### config.mk
export PLATFORM = sky130hd
export DESIGN_NAME = branch_pred_ctrl
export DESIGN_NICKNAME = d
export VERILOG_FILES = /design/src/rtl/branch_pred_ctrl.sv
export SDC_FILE = /design/constraint.sdc
export NUM_CORES = 1
export LEC_CHECK = 0
export CORE_UTILIZATION = 60
export CTS_BUF_LIST = sky130_fd_sc_hd__clkbuf_16
export CTS_CLUSTER_DIAMETER = 80
export DETAILED_ROUTE_END_ITERATION = 8
export PLACE_DENSITY_LB_ADDON = 0.25
export SETUP_SLACK_MARGIN = 0.15
export SKIP_LAST_GASP = 1
export SYNTH_ARGS = -nofsm -noshare
export SYNTH_HDL_FRONTEND = slang
export SYNTH_SLANG_ARGS = --single-unit
### constraint.sdc
create_clock -name clk -period 5.5 [get_ports clk]
set_clock_uncertainty 0.15 [all_clocks]
set_input_delay 0.55 -clock clk [delete_from_list [all_inputs] [get_ports clk]]
set_output_delay 0.55 -clock clk [all_outputs]
set_load 0.005 [all_outputs]
### src/rtl/branch_pred_ctrl.sv
// Bimodal branch predictor: a table of 2-bit saturating counters indexed by PC.
// Each lookup returns a registered direction and valid bit one cycle later.
// Feedback from the branch unit trains the table and updates the hit/miss counters.
// Valid/ready note: there is no back-pressure. A lookup_v_i or fb_v_i pulse is
// consumed on the clock edge where it is high; pred_v_o is valid for one cycle.
module branch_pred_ctrl #(
    parameter int XLEN      = 32,
    parameter int BHT_DEPTH = 64,
    parameter int IDX_LSB   = 2
) (
    input  logic            clk,
    input  logic            reset_n,
    input  logic            pred_en_i,
    input  logic            lookup_v_i,
    input  logic [XLEN-1:0] lookup_pc_i,
    input  logic            flush_i,
    output logic            pred_v_o,
    output logic            pred_is_taken_o,
    input  logic            fb_v_i,
    input  logic [XLEN-1:0] fb_pc_i,
    input  logic            fb_taken_i,
    input  logic            fb_success_i,
    input  logic            fb_failed_i,
    input  logic            clear_stats_i,
    output logic [XLEN-1:0] hit_cnt_o,
    output logic [XLEN-1:0] miss_cnt_o
);
    localparam int IW = $clog2(BHT_DEPTH);

    logic [1:0]           ctr_q [BHT_DEPTH];
    logic [BHT_DEPTH-1:0] valid_q;
    logic                 pred_v_q, pred_v_d;
    logic                 pred_t_q, pred_t_d;
    logic [XLEN-1:0]      hit_q, hit_d;
    logic [XLEN-1:0]      miss_q, miss_d;

    logic [IW-1:0] lk_idx, fb_idx;
    logic [1:0]    fb_ctr_cur, fb_ctr_new, lk_ctr;
    logic          lk_valid, same_idx;

    // Only the index bits of the PCs are used; the rest are folded here.
    logic unused_pc_bits;
    assign unused_pc_bits = ^{lookup_pc_i, fb_pc_i};

    assign lk_idx = lookup_pc_i[IDX_LSB +: IW];
    assign fb_idx = fb_pc_i[IDX_LSB +: IW];

    // Saturating counter update and same-index bypass so a lookup sees the trained value.
    always_comb begin
        fb_ctr_cur = ctr_q[fb_idx];
        fb_ctr_new = fb_ctr_cur;
        if (fb_taken_i) begin
            if (fb_ctr_cur != 2'b11) fb_ctr_new = fb_ctr_cur + 2'b01;
        end else begin
            if (fb_ctr_cur != 2'b00) fb_ctr_new = fb_ctr_cur - 2'b01;
        end
        same_idx = fb_v_i && (fb_idx == lk_idx);
        lk_ctr   = same_idx ? fb_ctr_new : ctr_q[lk_idx];
        lk_valid = same_idx | valid_q[lk_idx];
    end

    // Next prediction: killed by flush or by no lookup; valid also gated by enable.
    always_comb begin
        pred_v_d = 1'b0;
        pred_t_d = 1'b0;
        if (lookup_v_i && !flush_i) begin
            pred_v_d = pred_en_i & lk_valid;
            pred_t_d = lk_ctr[1];
        end
    end

    // Perf counters: clear wins, a failed feedback is a miss even if success is also set.
    always_comb begin
        hit_d  = hit_q;
        miss_d = miss_q;
        if (clear_stats_i) begin
            hit_d  = '0;
            miss_d = '0;
        end else if (fb_v_i) begin
            if (fb_failed_i) begin
                if (miss_q != '1) miss_d = miss_q + 1'b1;
            end else if (fb_success_i) begin
                if (hit_q != '1) hit_d = hit_q + 1'b1;
            end
        end
    end

    // Predictor table: reset to weak not-taken, untrained; train one entry per feedback.
    always_ff @(posedge clk or negedge reset_n) begin
        if (!reset_n) begin
            for (int i = 0; i < BHT_DEPTH; i++) ctr_q[i] <= 2'b01;
            valid_q <= '0;
        end else if (fb_v_i) begin
            ctr_q[fb_idx]   <= fb_ctr_new;
            valid_q[fb_idx] <= 1'b1;
        end
    end

    // Output and statistics registers.
    always_ff @(posedge clk or negedge reset_n) begin
        if (!reset_n) begin
            pred_v_q <= 1'b0;
            pred_t_q <= 1'b0;
            hit_q    <= '0;
            miss_q   <= '0;
        end else begin
            pred_v_q <= pred_v_d;
            pred_t_q <= pred_t_d;
            hit_q    <= hit_d;
            miss_q   <= miss_d;
        end
    end

    assign pred_v_o        = pred_v_q;
    assign pred_is_taken_o = pred_t_q;
    assign hit_cnt_o       = hit_q;
    assign miss_cnt_o      = miss_q;
endmodule

==> flow_summary_export.csv <==
group,metric,value,unit
run_status,outcome,"finished clean",
routing,vias_per_cell,6.21,
placed_design,dpl.hpwl,20800,um
placed_design,io_buffers,87,
critical_path,cpPeakStageDelay,0.65,ns
synth,synth_cell_types,55,
cts,clk_pin_slew_worst_paths,0.06,ns
cts,cts_tree,"done",
synth,syn_avg_cell_area,10.2,sq um
pwr,p_per_area,344,nW/um^2
die,die_h,148,um
pwr,vdd_drop_max,0.000212,V
die,fp.dieW,148,um
grt,antenna_found_initial,0,
die,rows,53,
final_layout,syn_to_final_growth,15.9,%
synth,synth_enable_flop_cells,0,
pwr,finalPower,5.10,mW
critical_path,worst-setup-path-type,"input port to flop",
final_layout,finalNetCount,1393,
final_layout,drive_gt1_share,15.9,%
critical_path,path_common_cell,"buf_4",
routing,wl_per_cell,20.3,um
timing,fin_crit_sh,72.1,%
routing,vias,10000,
cts,clk_latency,0.55,ns
critical_path,endpoint_kind,"flop",
pwr,p_leak,6.04,nW
die,initial_core_util,61.1,%
routing,drtIter0Drc,703,
routing,wl,32800,um
timing,tightest_slew,1.24,ns
worst_hold_path,hold_path_depth,2,
synth,syn_inst,1256,
synth,ys_ff_latch,258,
routing,route.detailed.drc,0,
grt,grt_first_pass_wirelength,53300,um
critical_path,worst-r2r-cell-count,8,
synth,yosysWarnings,0,
placed_design,dp_cells,1561,
job,drv_cap,0,
cts,cts_setup_buffers,0,
timing,period_needed,3.97,ns
pwr,pwr-share-comb,15.2,%
grt,first_global_vias,9969,
final_layout,num-fill-cells,1545,
pwr,p_switching,1.37,mW
synth,seq_area_frac_synth,51.1,%
critical_path,cp_cell_sequence,"clkdlybuf4s50_1 -> buf_4 -> or2_2 -> o21ai_0 -> nor2_1 -> a2111oi_2 -> or4b_1 -> maj3_2 -> buf_4 -> o21ai_1",
die,die_area,21900,sq um
final_layout,fin_area,14800,sq um
final_layout,utilization,70.8,%
critical_path,worstSetupStartpointType,"input port",
cts,clock-root-buffer,"clkbuf_16",
timing,hold_violations,0,
synth,synth_area,12800,sq um
cts,clk_path_buf_depth,3,
final_layout,fin_cells,1614,
synth,synthFlopType,"dfrtp_1",
placed_design,post-place-ws,1.06,ns
placed_design,gp_routability_congestion,0.919,
critical_path,slowest_stage,"maj3_2",
synth,synthesis.nets,1332,
critical_path,crit_cells,10,
critical_path,critical_path_buf_inv_count,3,
timing,max_freq,252,MHz
timing,setup_viol,0,
critical_path,path_delay_family,"buffers and inverters",
cts,htreeDepth,1,
critical_path,critPathMaxFanout,42,
timing,worst_slack,1.53,ns
timing,maxSlewViolCount,0,
grt,grt_max_degree,141,
die,core,21000,sq um
grt,grt.total_usage,31.1,%
placed_design,placed_area,13900,sq um
synth,synthArstFlopShare,100,%
worst_hold_path,hold_path_class,"flop to flop",
critical_path,arrival,4.28,ns
cts,cts-buffers-inserted,28,
critical_path,required,5.81,ns
pwr,p_sw_share,26.9,%
routing,first_pass_iters,5,
timing,hold_ws,0.310,ns
grt,overflow,0,
final_layout,antenna_cells,0,
timing,rsz0062_at_grt,"no",
pwr,p_int,3.73,mW
die,ios,140,
routing,antenna_left,0,
cts,cts_sinks,258,
pwr,clkPwrFrac,37.8,%
timing,fin_setup_tns,0,ns
pwr,pwr-share-seq,47.0,%
timing,relSlewSlack,16.9,%
## placed cells by master (no fill, tap or decap), types with 21 or more instances in the layout
| cell type | n |
|---|---|
| o21ai_1 | 60 |
| a21oi_1 | 80 |
| a31oi_1 | 38 |
| nand2b_1 | 62 |
| clkbuf_16 | 29 |
| xor2_1 | 25 |
| nor3_1 | 21 |
| dfstp_2 | 64 |
| nand2_1 | 168 |
| dfrtp_1 | 194 |
| clkdlybuf4s50_1 | 81 |
| xnor2_1 | 35 |
| mux4_2 | 52 |
| nand3_1 | 38 |
| nor2_1 | 143 |
## flip-flops by register name (all words and copies together) (netlist names)
signal	cells
ctr_q	128
pred_is_taken_o	1
valid_q	64
pred_v_o	1
miss_cnt_o	32
hit_cnt_o	32
## path summary, 6_finish.rpt
path | slack [ns] | from | end
min reg2reg | 0.31 | ctr_q[42] | ctr_q[42]
max | 1.53 | fb_pc_i[2] | ctr_q[118]
max in group asynchronous | 3.35 | reset_n | ctr_q[23]
min in group asynchronous | 0.54 | reset_n | valid_q[11]
max reg2reg | 1.85 | ctr_q[66] | ctr_q[118]
min | 0.31 | ctr_q[42] | ctr_q[42]
## cell families (layout without fill, tap and decap cells)
logic type	count (synthesis)	in the layout	synth area share (%)
buf+inv	86	169	2.74
xor+xnor	60	60	4.11
fa+ha+maj	4	4	0.362
mux	82	82	11.6
flops	258	258	51.1
simple gates	534	534	19.9
compound gates	232	232	10.2
## worst register-to-register path, stage by stage, from the launching register on
cell and delay (ns):
dfstp_2 0.37, mux4_2 0.49, nor2_1 0.12, a21oi_1 0.08, a2111oi_2 0.62, or4b_1 0.50, maj3_2 0.65, buf_4 0.39
o21ai_1 0.19
## synth_stat cells, types with 3 or more instances
| library cell | count | area, sq um |
|---|---|---|
| dfrtp_1 | 194 | 4850 |
| nand2_1 | 168 | 631 |
| nor2_1 | 145 | 544 |
| a21oi_1 | 80 | 400 |
| dfstp_2 | 64 | 1680 |
| nand2b_1 | 62 | 388 |
| o21ai_1 | 60 | 300 |
| mux4_2 | 52 | 1170 |
| clkbuf_1 | 47 | 176 |
| a31oi_1 | 38 | 238 |
| nand3_1 | 38 | 190 |
| xnor2_1 | 35 | 307 |
| xor2_1 | 25 | 219 |
| nor3_1 | 24 | 120 |
| mux2i_1 | 20 | 200 |
| o21ai_0 | 20 | 100 |
| buf_2 | 19 | 95.1 |
| and3_1 | 13 | 81.3 |
| nand4_1 | 13 | 81.3 |
| or3_1 | 12 | 75.1 |
| buf_1 | 11 | 41.3 |
| and4_1 | 10 | 87.6 |
| mux2_2 | 10 | 113 |
| nor2b_1 | 10 | 62.6 |
| a211oi_1 | 9 | 67.6 |
| or2_2 | 9 | 56.3 |
| inv_1 | 8 | 30.0 |
| a22oi_1 | 6 | 45.0 |
| and2_1 | 5 | 31.3 |
| nand3b_1 | 5 | 37.5 |
| nor3b_1 | 5 | 37.5 |
| o22ai_1 | 5 | 31.3 |
| nor4_1 | 4 | 25.0 |
| a221oi_1 | 3 | 26.3 |
## power groups by stage
stage / clock, mW / sequential, mW / combinational, mW
finish: 1.93 / 2.40 / 0.776
CTS: 1.95 / 2.39 / 0.774
floorplan: 0 / 2.36 / 0.568
global route: 2.02 / 2.43 / 0.853
global placement: 0 / 2.40 / 0.741
detailed placement: 0 / 2.42 / 0.768
## layout make-up
type                            instances  area (sq um)  share of cell area (%)
Tap cell                              275           344                    2.32
Sequential cell                       258          6540                    44.1
Clock buffer                           29           726                    4.89
Timing Repair Buffer                  109          1040                    7.04
Clock inverter                         23           219                    1.48
Inverter                                8          30.0                   0.203
Multi-Input combinational cell        912          5930                    40.0
## timing repair
action | CTS | global route
gates resized for setup | 0 | 0
hold endpoints to repair | 46 | 0
hold buffers | 1 | 0
## routing by layer
metal  GRT usage, %  share of wire, %  vias to the layer above
met5              0                 0                        -
met4           10.5               3.1                        0
met3           6.11               8.6                       75
met2           48.5                47                      443
met1           43.8                42                     4951
li1               -                 -                     4546
Power figures use the tool's default switching activity.
